`src/rtl/simpsons_door_arbiter_if.sv`:
```
// simpsons_door_arbiter_if: request/sensor inputs and grant/status outputs of the door arbiter
interface simpsons_door_arbiter_if;
    logic [1:0] REQ;
    logic [1:0] G;
    logic [1:0] LEVEL;
    logic [1:0] GRANT;
    logic       DOOR_UNLOCK;
    logic       BUSY;
    logic       DONE;
    logic       ERROR;
    logic       TIMEOUT;
    logic       SENSOR_RESET;
    modport master (
        output REQ, G, LEVEL,
        input  GRANT, DOOR_UNLOCK, BUSY, DONE, ERROR, TIMEOUT, SENSOR_RESET
    );
    modport slave (
        input  REQ, G, LEVEL,
        output GRANT, DOOR_UNLOCK, BUSY, DONE, ERROR, TIMEOUT, SENSOR_RESET
    );
endinterface

```
`src/rtl/simpsons_door_arbiter.sv`:
```
// simpsons_door_arbiter: round-robin doorway grant for Bart/Homer with transit tracking and timeout
module simpsons_door_arbiter #(
    parameter int TIMEOUT_CYCLES = 1000,
    parameter int SETTLE_CYCLES  = 4
) (
    input logic CLK,
    input logic RESET,
    simpsons_door_arbiter_if.slave bus
);
    typedef enum logic [2:0] {IDLE, WAIT, TRANSIT, SETTLE, CHECK, ABORT} state_t;
    state_t      state;
    logic [1:0]  last;
    logic [1:0]  lv0;
    logic [1:0]  pick;
    logic [15:0] tcnt;
    logic [7:0]  scnt;
    logic        tmo;
    assign pick = (bus.REQ == 2'b11) ? ~last : bus.REQ;
    assign tmo  = (tcnt == 16'(TIMEOUT_CYCLES - 1));
    always_ff @(posedge CLK) begin
        if (RESET) begin
            state            <= IDLE;
            last             <= 2'b10;
            lv0              <= '0;
            tcnt             <= '0;
            scnt             <= '0;
            bus.GRANT        <= '0;
            bus.DOOR_UNLOCK  <= 1'b0;
            bus.BUSY         <= 1'b0;
            bus.DONE         <= 1'b0;
            bus.ERROR        <= 1'b0;
            bus.TIMEOUT      <= 1'b0;
            bus.SENSOR_RESET <= 1'b0;
        end else begin
            bus.DONE         <= 1'b0;
            bus.ERROR        <= 1'b0;
            bus.TIMEOUT      <= 1'b0;
            bus.SENSOR_RESET <= 1'b0;
            case (state)
                IDLE: if (bus.REQ != 2'b00) begin
                    state           <= WAIT;
                    bus.GRANT       <= pick;
                    bus.DOOR_UNLOCK <= 1'b1;
                    bus.BUSY        <= 1'b1;
                    lv0             <= bus.LEVEL;
                    last            <= pick;
                    tcnt            <= '0;
                end
                WAIT, TRANSIT, SETTLE: begin
                    tcnt <= tcnt + 16'd1;
                    if (tmo) begin
                        state            <= ABORT;
                        bus.TIMEOUT      <= 1'b1;
                        bus.SENSOR_RESET <= 1'b1;
                        bus.GRANT        <= '0;
                        bus.DOOR_UNLOCK  <= 1'b0;
                    end else if (state == WAIT) begin
                        if (bus.G != 2'b00) begin
                            state           <= TRANSIT;
                            bus.DOOR_UNLOCK <= 1'b0;
                        end else if ((bus.REQ & bus.GRANT) == 2'b00) begin
                            state           <= IDLE;
                            bus.GRANT       <= '0;
                            bus.DOOR_UNLOCK <= 1'b0;
                            bus.BUSY        <= 1'b0;
                        end
                    end else if (state == TRANSIT) begin
                        if (bus.G == 2'b00) begin
                            state <= SETTLE;
                            scnt  <= 8'd1;
                        end
                    // the settle count already covers SETTLE_CYCLES quiet cycles, so G is not looked at here
                    end else if (scnt == 8'(SETTLE_CYCLES)) begin
                        state     <= CHECK;
                        bus.DONE  <= ((bus.LEVEL ^ lv0) == bus.GRANT);
                        bus.ERROR <= ((bus.LEVEL ^ lv0) != bus.GRANT);
                        bus.GRANT <= '0;
                    end else if (bus.G != 2'b00) begin
                        state <= TRANSIT;
                        scnt  <= '0;
                    end else begin
                        scnt <= scnt + 8'd1;
                    end
                end
                default: begin
                    state    <= IDLE;
                    bus.BUSY <= 1'b0;
                end
            endcase
        end
    end
endmodule

```
`src/flat_wrapper.sv`:
```
// flat-port wrapper written by rule: the top's interface ports become plain ports
module simpsons_door_arbiter_flat 
#(
    parameter int TIMEOUT_CYCLES = 1000,
    parameter int SETTLE_CYCLES  = 4
)
  (CLK, RESET, bus_REQ, bus_G, bus_LEVEL, bus_GRANT, bus_DOOR_UNLOCK, bus_BUSY, bus_DONE, bus_ERROR, bus_TIMEOUT, bus_SENSOR_RESET);
  simpsons_door_arbiter_if bus_i ();
  input logic CLK;
  input logic RESET;
  input wire logic [$bits(bus_i.REQ)-1:0] bus_REQ;
  input wire logic [$bits(bus_i.G)-1:0] bus_G;
  input wire logic [$bits(bus_i.LEVEL)-1:0] bus_LEVEL;
  output wire logic [$bits(bus_i.GRANT)-1:0] bus_GRANT;
  output wire logic [$bits(bus_i.DOOR_UNLOCK)-1:0] bus_DOOR_UNLOCK;
  output wire logic [$bits(bus_i.BUSY)-1:0] bus_BUSY;
  output wire logic [$bits(bus_i.DONE)-1:0] bus_DONE;
  output wire logic [$bits(bus_i.ERROR)-1:0] bus_ERROR;
  output wire logic [$bits(bus_i.TIMEOUT)-1:0] bus_TIMEOUT;
  output wire logic [$bits(bus_i.SENSOR_RESET)-1:0] bus_SENSOR_RESET;
  assign bus_i.REQ = bus_REQ;
  assign bus_i.G = bus_G;
  assign bus_i.LEVEL = bus_LEVEL;
  assign bus_GRANT = bus_i.GRANT;
  assign bus_DOOR_UNLOCK = bus_i.DOOR_UNLOCK;
  assign bus_BUSY = bus_i.BUSY;
  assign bus_DONE = bus_i.DONE;
  assign bus_ERROR = bus_i.ERROR;
  assign bus_TIMEOUT = bus_i.TIMEOUT;
  assign bus_SENSOR_RESET = bus_i.SENSOR_RESET;
  simpsons_door_arbiter #(.TIMEOUT_CYCLES(TIMEOUT_CYCLES), .SETTLE_CYCLES(SETTLE_CYCLES)) u_core (.CLK(CLK), .RESET(RESET), .bus(bus_i));
endmodule
```
`config.mk`:
```
export PLATFORM = sky130hd
export DESIGN_NAME = simpsons_door_arbiter_flat
export DESIGN_NICKNAME = d
export VERILOG_FILES = /design/src/rtl/simpsons_door_arbiter_if.sv /design/src/rtl/simpsons_door_arbiter.sv /design/src/flat_wrapper.sv
export SDC_FILE = /design/constraint.sdc
export NUM_CORES = 1
export LEC_CHECK = 0
export ABC_AREA = 0
export BUFFER_PORTS_ARGS = -buffer_cell sky130_fd_sc_hd__buf_2
export CORE_MARGIN = 2
export CORE_UTILIZATION = 30
export CTS_CLUSTER_DIAMETER = 100
export CTS_CLUSTER_SIZE = 16
export DETAILED_ROUTE_END_ITERATION = 7
export GPL_ROUTABILITY_DRIVEN = 1
export PLACE_DENSITY = 0.52
export SLEW_MARGIN = 20
export SYNTH_ARGS = -nofsm -noshare
export SYNTH_HDL_FRONTEND = slang
export SYNTH_SLANG_ARGS = --single-unit
```
`constraint.sdc`:
```
create_clock -name CLK -period 1.95 [get_ports CLK]
set_input_delay 0.2925 -clock CLK [delete_from_list [all_inputs] [get_ports CLK]]
set_output_delay 0.2925 -clock CLK [all_outputs]
set_load 0.01 [all_outputs]
```
==> results.cfg, run 1 <==
[timing]
fin_crit_ps = 1970
finalWorstSetupSlack_ps = -16.8
finalSetupViolations = 3
finalCritPeriodShare_pct = 101
slew_headroom_pct = 60.5
rsz0062_at_grt = true
fin_skew_ps = 8.31
timing.final.hold_violations = 0
slew_viol_final = 0
tightest_slew_ps = 587
holdWs_ps = 262
setup_tns_ps = -30.0
max_freq_mhz = 508

[cts]
cts_tree = built
cts_hold_buf = 0
clk_path_buf_depth = 2
cts.clk_slew.worst_paths_ps = 80
cts_setup_buffers = 0
worstSkewPairLatency_ps = 290
cts_buffers = 5
htreeDepth = 2
cts.sinks = 38
cts_root_buf = clkbuf_8

[synth]
yosysWarnings = 0
synth_area_leader_cell = dfxtp_1
synthTopCellsByCount = 38 x dfxtp_1, 32 x nor2_1, 21 x nand2_1, 15 x xor2_1, 14 x a21oi_1
synth.area.top_cells = dfxtp_1 38%, xor2_1 6.6%, nor2_1 6.0%
synth_compound_area_share_pct = 16.4
synthArstFlopShare_pct = 0
synth-simple-area-share_pct = 30.1
ys_seq_area_share_pct = 37.9
yosys.cell_types.count = 53
yosysMostFrequentCell = dfxtp_1
ys_ff_latch = 38
synth_nets = 250
synth_xor_area_share_pct = 8.73
synth.cell_area_mm2 = 0.00201
synth_top_family_by_area = simple AND/OR/NAND/NOR gates
synth-edff-count = 0
syn_avg_cell_area_um2 = 8.39
syn_inst = 239
synthAdderAreaFrac_pct = 1.87
muxShareOfSynthArea_pct = 1.50
ys.flop_type = dfxtp_1
synth_top_area_share_pct = 37.9

[critical_path]
required_ps = 2120
crit_arrival_ps = 2140
crit_type = reg -> reg
r2r_setup_slack_ps = -20
reg2reg_to = u_core.scnt[1]
worst_r2r_startpoint = u_core.tcnt[11]
reg2reg_depth = 5
cp_max_fo = 5
setup.worst_path.start = u_core.tcnt[11]
cp-end-kind = register
crit_path_end = u_core.scnt[1]
crit_path_start_kind = register

[place]
io_buffers = 15
place_congestion = 0.822
dp_cells = 347
dp_hpwl_um = 3310
pre_cts_ws_ps = -13.0

[floorplan]
num_rows = 29
core_area_mm2 = 0.00642
ios = 16
chipHeight_um = 85.8
initial_utilization_pct = 31.2
die_w_um = 85.8
die_area_mm2 = 0.00736

[power_and_ir_drop]
peakVddDrop_uv = 378
power.share.clock_pct = 27.9
pwr-share-comb_pct = 28.4
p_seq_share_pct = 43.6
p_sw_share_pct = 32.3
p_sw_mw = 0.656
internal_power_mw = 1.37
p_per_area_mw_per_mm2 = 814
leakage_nw = 0.948

[global_routing]
grt_max_degree = 21
grt_first_pass_wirelength_um = 8250
grt-ovfl-total = 0
track_usage_pct = 13.8
antenna_found_initial = 0
grt_pass1_vias = 1755

[layout]
final_cells = 356
synthToLayoutAreaGrowth_pct = 24.3
diodes = 0
layout-drive-gt1-share_pct = 26.5
final_nets = 289
fillers = 665
fin_util_pct = 38.8

[worst_hold_path]
hold_class = in -> reg

[detailed_routing]
ant_nets = 0
drt-total-wl_um = 4760
dr.pass1.iters = 6
wl_per_cell_um = 13.4
dr_total_vias = 1855
vias_per_cell = 5.21
drc = 0
drtIter0Drc = 103

[status]
status = finished with violations
violations = setup timing

[run]
max_cap_violations = 0
how the worst min path moves through the flow:
| stage | slack (ps) | cells past startpoint | to | from |
|---|---|---|---|---|
| finish | 260 | 3 | u_core.lv0[0] | bus_LEVEL[0] |
| CTS | 250 | 3 | u_core.lv0[0] | bus_LEVEL[0] |
| detailed placement | 470 | 1 | u_core.last[0] | u_core.last[0] |
| global placement | 470 | 1 | u_core.last[0] | u_core.last[0] |
| global route | 260 | 3 | u_core.lv0[0] | bus_LEVEL[0] |
| floorplan | 410 | 1 | u_core.last[0] | bus_REQ[1] |
power by group through the flow:
stage	Combinational (mW)	Sequential [mW]	Clock, mW
floorplan	0.370	0.893	0
global placement	0.539	0.898	0
detailed placement	0.534	0.899	0
CTS	0.555	0.881	0.594
global route	0.636	0.896	0.623
finish	0.578	0.886	0.567
layout make-up:
cell class / count / area [um2] / area share (%)
Sequential cell: 38 / 762 / 30.6
Inverter: 7 / 26.3 / 1.05
Tap cell: 77 / 96.3 / 3.86
Clock buffer: 7 / 86.3 / 3.46
Clock inverter: 1 / 5.00 / 0.201
Timing Repair Buffer: 41 / 270 / 10.8
Multi-Input combinational cell: 185 / 1250 / 50.0
flip-flops by register name, indices dropped and copies added (netlist names):
signal / count
u_core.tcnt: 16
u_core.scnt: 8
u_core.state: 3
u_core.bus.GRANT: 2
u_core.last: 2
u_core.lv0: 2
u_core.bus.BUSY: 1
u_core.bus.DONE: 1
u_core.bus.DOOR_UNLOCK: 1
u_core.bus.ERROR: 1
u_core.bus.TIMEOUT: 1
worst max-delay path: stages, from the launching register on:
cell and delay (ps):
dfxtp_2 320, or4_4 550, or4_4 640, nand3_4 120, mux2i_1 180, nor2_1 50
stage by stage:
stage	cell area [um2]	power [mW]
detailed placement	2330	1.43
global placement	2330	1.44
floorplan	2010	1.26
CTS	2440	2.03
global route	2490	2.15
finish	2490	2.03
logic make-up after synthesis:
logic type / count (synthesis)
xor+xnor: 20
buf+inv: 17
compound gates: 49
mux: 3
flops: 38
fa+ha+maj: 3
simple gates: 109
layout by cell type (no fill, tap or decap), types with 7 or more instances in the layout:
cell type	netlist	routed
dfxtp_1	38	37
buf_4	1	26
nand4_1	7	7
a21oi_1	14	12
nor2_1	32	31
xor2_1	15	15
nand2_1	21	20
nand3_1	9	9
buf_2	1	15
inv_1	7	7
repair_timing:
action                     in CTS  in global routing
setup endpoints to repair       1                 21
cloned                          1                  0
resized for setup               1                 13
pin swaps                       1                  5
layer usage:
layer | vias to the layer above | wire (um) | track usage [%]
met1 | 877 | 2380 | 19.2
met3 | 6 | 169 | 2.98
met4 | 0 | 76 | 5.05
met2 | 34 | 2140 | 21.1
met5 | - | 0 | 0
li1 | 938 | - | -
(Power assumes the default switching activity.)
==> inputs of run 2 (changes only) <==
--- a/config.mk
+++ b/config.mk
@@ -6,14 +6,15 @@
 export NUM_CORES = 1
 export LEC_CHECK = 0
 export ABC_AREA = 0
+export ABC_CLOCK_PERIOD_IN_PS = 1950
 export BUFFER_PORTS_ARGS = -buffer_cell sky130_fd_sc_hd__buf_2
 export CORE_MARGIN = 2
-export CORE_UTILIZATION = 30
+export CORE_UTILIZATION = 50
 export CTS_CLUSTER_DIAMETER = 100
 export CTS_CLUSTER_SIZE = 16
 export DETAILED_ROUTE_END_ITERATION = 7
 export GPL_ROUTABILITY_DRIVEN = 1
-export PLACE_DENSITY = 0.52
+export PLACE_DENSITY = 0.76
 export SLEW_MARGIN = 20
 export SYNTH_ARGS = -nofsm -noshare
 export SYNTH_HDL_FRONTEND = slang
==> run 2 against run 1 <==
The run still ends with setup timing left. Routed wire length down 7.4%. Register-to-register slack about the same. Final cell count down 7.3%. Worst hold slack better by 5.6 ps. Count of clock-buffer cells in the layout down 2. Core utilization up 23 points. Global-route usage up 7.7 points. Clock skew down 3.1 ps. Total power up 3.8%. Worst setup slack worse by 12 ps. Critical path type unchanged. Highest routed layer unchanged.
==> results.cfg, run 2 (synthesis gave the netlist of run 1 again) <==
[layout]
design_area_mm2 = 0.00244
final_nets = 290
layout_commonest_cell = dfxtp_1
diodes = 0
largest-register = u_core.tcnt
mostFrequentLayoutCells = 36 x dfxtp_1, 32 x nor2_1, 27 x buf_4
fin_util_pct = 61.9
synthToLayoutAreaGrowth_pct = 21.8
reg.largest.list = u_core.tcnt (16), u_core.scnt (8), u_core.state (3)
largest_reg_flops = 16
layout-drive-gt1-share_pct = 24.6

[cts]
worstSkewPairLatency_ps = 300
cts_buffers = 5
htreeDepth = 2
cts.sinks = 38
cts_root_buf = clkbuf_8
clk_path_buf_depth = 2
cts_tree = built
cts.clk_slew.worst_paths_ps = 80

[detailed_routing]
drtIter0Drc = 121
dr.pass1.iters = 4
dr_total_vias = 1866
drt-total-wl_um = 4410
drc = 0
wl_per_cell_um = 13.4
ant_nets = 0
vias_per_cell = 5.65

[status]
violations = setup timing
status = finished with violations

[floorplan]
die_area_mm2 = 0.00453
num_rows = 23
initial_utilization_pct = 50.9
core_area_mm2 = 0.00394
die_w_um = 67.3
ios = 16
chipHeight_um = 67.3

[global_routing]
grt_max_degree = 21
grt_busiest_layer = met2
grt_util_met1_pct = 27.5
grt-ovfl-total = 0
antenna_found_initial = 0
grt_pass1_vias = 1689
met3_usage_pct = 5.17
use_met2_pct = 35.5
grt_first_pass_wirelength_um = 7380
track_usage_pct = 21.5

[timing]
slew_headroom_pct = 61.3
slew_viol_final = 0
max_freq_mhz = 505
finalCritPeriodShare_pct = 101
timing.final.hold_violations = 0
tightest_slew_ps = 575
fin_crit_ps = 1980
finalWorstSetupSlack_ps = -28.8
finalSetupViolations = 2
rsz0062_at_grt = true
fin_skew_ps = 5.16

[place]
place_congestion = 0.868
io_buffers = 15
dp_hpwl_um = 3100
place_area_mm2 = 0.00228

[critical_path]
cp_slowest_stage_delay_ps = 600
crit_path_start_kind = register
cp_top_family = simple AND/OR/NAND/NOR gates
crit_type = reg -> reg
crit_buf_inv = 1
cp_max_fo = 4
required_ps = 2140
critical_path.cell_chain = or4b_4 -> or4_4 -> buf_4 -> nor3_1
cp-end-kind = register
crit_arrival_ps = 2170
cp_slowest_cell = or4_4

[run]
max_cap_violations = 0

[power_and_ir_drop]
leakage_nw = 0.943
p_per_area_mw_per_mm2 = 863
peakVddDrop_uv = 690

[worst_hold_path]
hold_class = in -> reg
[run 2: path summary, 6_finish.rpt]
| check | start | to | slack (ps) | depth (start not counted) |
|---|---|---|---|---|
| setup / recovery | u_core.tcnt[10] | u_core.bus.TIMEOUT | -30 | 4 |
| hold / removal | bus_LEVEL[0] | u_core.lv0[0] | 270 | 3 |
| setup reg to reg | u_core.tcnt[10] | u_core.bus.TIMEOUT | -30 | 4 |
| hold reg to reg | u_core.bus.BUSY | u_core.bus.BUSY | 490 | 2 |
[run 2: report_power, final]
| part | total (mW) | switching (mW) | internal (mW) | leakage [nW] |
|---|---|---|---|---|
| clock network | 0.675 | 0.295 | 0.380 | 0.0504 |
| logic | 0.552 | 0.302 | 0.249 | 0.583 |
| registers | 0.882 | 0.0506 | 0.831 | 0.310 |
| total | 2.11 | 0.648 | 1.46 | 0.943 |
[run 2: timing repair]
action,4_1_cts,5_1_grt
hold buffers,0,0
cloned,0,1
resized for setup,1,4
buffers inserted,2,1
pin swaps,1,1
setup endpoints to repair,3,15
[run 2: area by class of cell]
class / instances / area (um2)
fillers: 335 / 1500
multi-input cells: 185 / 1200
flip-flops and latches: 38 / 763
repair buffers: 42 / 278
clock buffers: 5 / 68.8
well taps: 50 / 62.6
clock inverters: 3 / 45.0
inverters: 7 / 26.3
[run 2: per-stage QoR]
step	hold slack (ps)	power, mW	setup slack (ps)	cells	setup TNS [ps]
after CTS	267	2.11	-13.8	328	-37.5
final	268	2.11	-28.8	330	-40.0
after global placement	462	1.42	16.6	318	0
after floorplan	409	1.26	49.4	239	0
after global routing	289	2.22	-88.2	330	-321
after detailed placement	478	1.43	-30.0	318	-47.6
[run 2: worst min-delay path, delay by kind of cell]
family,cells,cell delay (ps)
buffers and inverters,1,100
multiplexers,1,60
AND/OR/NAND/NOR,1,70
[run 2: per-layer routing]
metal	part of all wire, %	wire [um]
met1	48	2100
met2	47	2070
met3	3.9	171
met4	1.5	65
met5	0	0
==> inputs of run 3 (changes only) <==
--- a/config.mk
+++ b/config.mk
@@ -6,7 +6,7 @@
 export NUM_CORES = 1
 export LEC_CHECK = 0
 export ABC_AREA = 0
-export ABC_CLOCK_PERIOD_IN_PS = 1950
+export ABC_CLOCK_PERIOD_IN_PS = 2300
 export BUFFER_PORTS_ARGS = -buffer_cell sky130_fd_sc_hd__buf_2
 export CORE_MARGIN = 2
 export CORE_UTILIZATION = 50
@@ -14,7 +14,7 @@
 export CTS_CLUSTER_SIZE = 16
 export DETAILED_ROUTE_END_ITERATION = 7
 export GPL_ROUTABILITY_DRIVEN = 1
-export PLACE_DENSITY = 0.76
+export PLACE_DENSITY = 0.73
 export SLEW_MARGIN = 20
 export SYNTH_ARGS = -nofsm -noshare
 export SYNTH_HDL_FRONTEND = slang
==> constraint.sdc (replaced) <==
create_clock -name CLK -period 2.3 [get_ports CLK]
set_input_delay 0.345 -clock CLK [delete_from_list [all_inputs] [get_ports CLK]]
set_output_delay 0.345 -clock CLK [all_outputs]
set_load 0.01 [all_outputs]
==> run 3 against run 2 <==
The run now ends clean. Clock skew up 3.3 ps. Register-to-register slack better by 290 ps. Worst hold slack gained 42 ps. Flip-flop and latch count unchanged. Global-route usage shrank 0.85 points. Clock power down 28%. Via count fell by 4.9%. Highest routed layer unchanged.
==> results.cfg, run 3 (synthesis gave the netlist of run 1 again) <==
[layout]
design_area_mm2 = 0.00223
largest_reg_flops = 16
final_nets = 266
diodes = 0
layout.area.seq_um2 = 761
fillers = 377
layout_commonest_cell = dfxtp_1
largest-register = u_core.tcnt
multiInputGateArea_mm2 = 0.00118
mostFrequentLayoutCells = 38 x dfxtp_1, 32 x nor2_1, 21 x nand2_1
synthToLayoutAreaGrowth_pct = 11.0
reg.largest.list = u_core.tcnt (16), u_core.scnt (8), u_core.state (3)
layout-drive-gt1-share_pct = 15.6

[cts]
cts_hold_buf = 0
cts_buffers = 5
cts.clk_slew.worst_paths_ps = 80
cts.sinks = 38
cts_root_buf = clkbuf_8
clk_path_buf_depth = 2
cts_tree = built
post_cts_resized = 0
worstSkewPairLatency_ps = 300
htreeDepth = 2
cts_setup_buffers = 0

[floorplan]
num_rows = 23
ios = 16
die_w_um = 67.3
initial_utilization_pct = 50.9
core_area_mm2 = 0.00394
chipHeight_um = 67.3
die_area_mm2 = 0.00453

[global_routing]
grt-ovfl-total = 0
grt_pass1_vias = 1520
antenna_found_initial = 0
grt_max_degree = 21
track_usage_pct = 20.7
grt_first_pass_wirelength_um = 7100

[timing]
finalSetupViolations = 0
tightest_slew_ps = 797
slew_viol_final = 0
setup_tns_ps = 0
finalCritPeriodShare_pct = 88.6
fin_crit_ps = 2040
slew_headroom_pct = 46.5
max_freq_mhz = 491
timing.final.hold_violations = 0
finalWorstSetupSlack_ps = 263
fin_skew_ps = 8.47
rsz0062_at_grt = false

[detailed_routing]
wl_per_cell_um = 13.6
drc = 0
drtIter0Drc = 140
vias_per_cell = 5.80
drt-total-wl_um = 4150
dr_total_vias = 1774
dr.pass1.iters = 4
ant_nets = 0

[power_and_ir_drop]
p_per_area_mw_per_mm2 = 746
total_power_mw = 1.66
leakage_nw = 0.815
peakVddDrop_uv = 477

[critical_path]
r2r_setup_slack_ps = 260
crit_arrival_ps = 2210
cp-end-kind = register
reg2reg_to = u_core.state[1]
required_ps = 2480
cp_max_fo = 5
reg2reg_depth = 7
crit_path_start_kind = register
crit_type = reg -> reg
worst_r2r_startpoint = u_core.scnt[0]

[place]
io_buffers = 15
pre_cts_ws_ps = 279
place_area_mm2 = 0.00213
dp_hpwl_um = 2950
place_congestion = 0.815

[status]
status = finished clean

[worst_hold_path]
hp-start = bus_LEVEL[1]
holdPathStages = 3
whs_endpoint = u_core.lv0[1]
hold_class = in -> reg

[run]
max_cap_violations = 0
## run 3: how the worst max path moves through the flow
stage | from | to | slack, ps | depth (start not counted)
2_1_floorplan | u_core.tcnt[11] | u_core.scnt[1] | 400 | 5
3_3_place_gp | u_core.state[1] | u_core.tcnt[15] | 330 | 5
3_5_place_dp | u_core.scnt[0] | u_core.scnt[5] | 280 | 7
4_1_cts | u_core.scnt[0] | u_core.scnt[5] | 270 | 7
5_1_grt | u_core.state[1] | u_core.tcnt[15] | 70 | 5
6_report | u_core.scnt[0] | u_core.state[1] | 260 | 7
## run 3: per-layer routing
metal,share of wire [%],vias to the layer above,track usage [%]
li1,-,894,-
met3,4.5,7,4.50
met2,46,44,31.4
met4,1.4,0,7.40
met5,0,-,0
met1,48,829,28.7
## run 3: area by class of cell
type	instances	share of cell area [%]
Clock buffer	6	3.71
Clock inverter	2	0.562
Inverter	7	1.18
Multi-Input combinational cell	184	52.8
Sequential cell	38	34.2
Tap cell	50	2.81
Timing Repair Buffer	19	4.72
## run 3: worst max-delay path, cell delays in order, from the launching register on
cell and delay [ps]:
dfxtp_1 360, inv_1 120, ha_1 140, and4bb_1 240, nor4b_1 540, a211oi_1 90, o31ai_1 310, a21oi_1 110
## run 3: stage by stage
stage / utilization (%) / instances / hold WS [ps]
2_1_floorplan: - / 239 / 448
3_3_place_gp: 54.0 / 298 / 462
3_5_place_dp: 54.0 / 298 / 473
4_1_cts: 56.5 / 306 / 310
5_1_grt: 56.5 / 306 / 352
6_report: 56.5 / 306 / 310
## run 3: report_power, final
| group | internal (mW) | switching, mW | leakage, nW |
|---|---|---|---|
| Clock | 0.241 | 0.247 | 0.0472 |
| Combinational | 0.179 | 0.228 | 0.459 |
| Sequential | 0.705 | 0.0614 | 0.309 |
| Total | 1.12 | 0.536 | 0.815 |
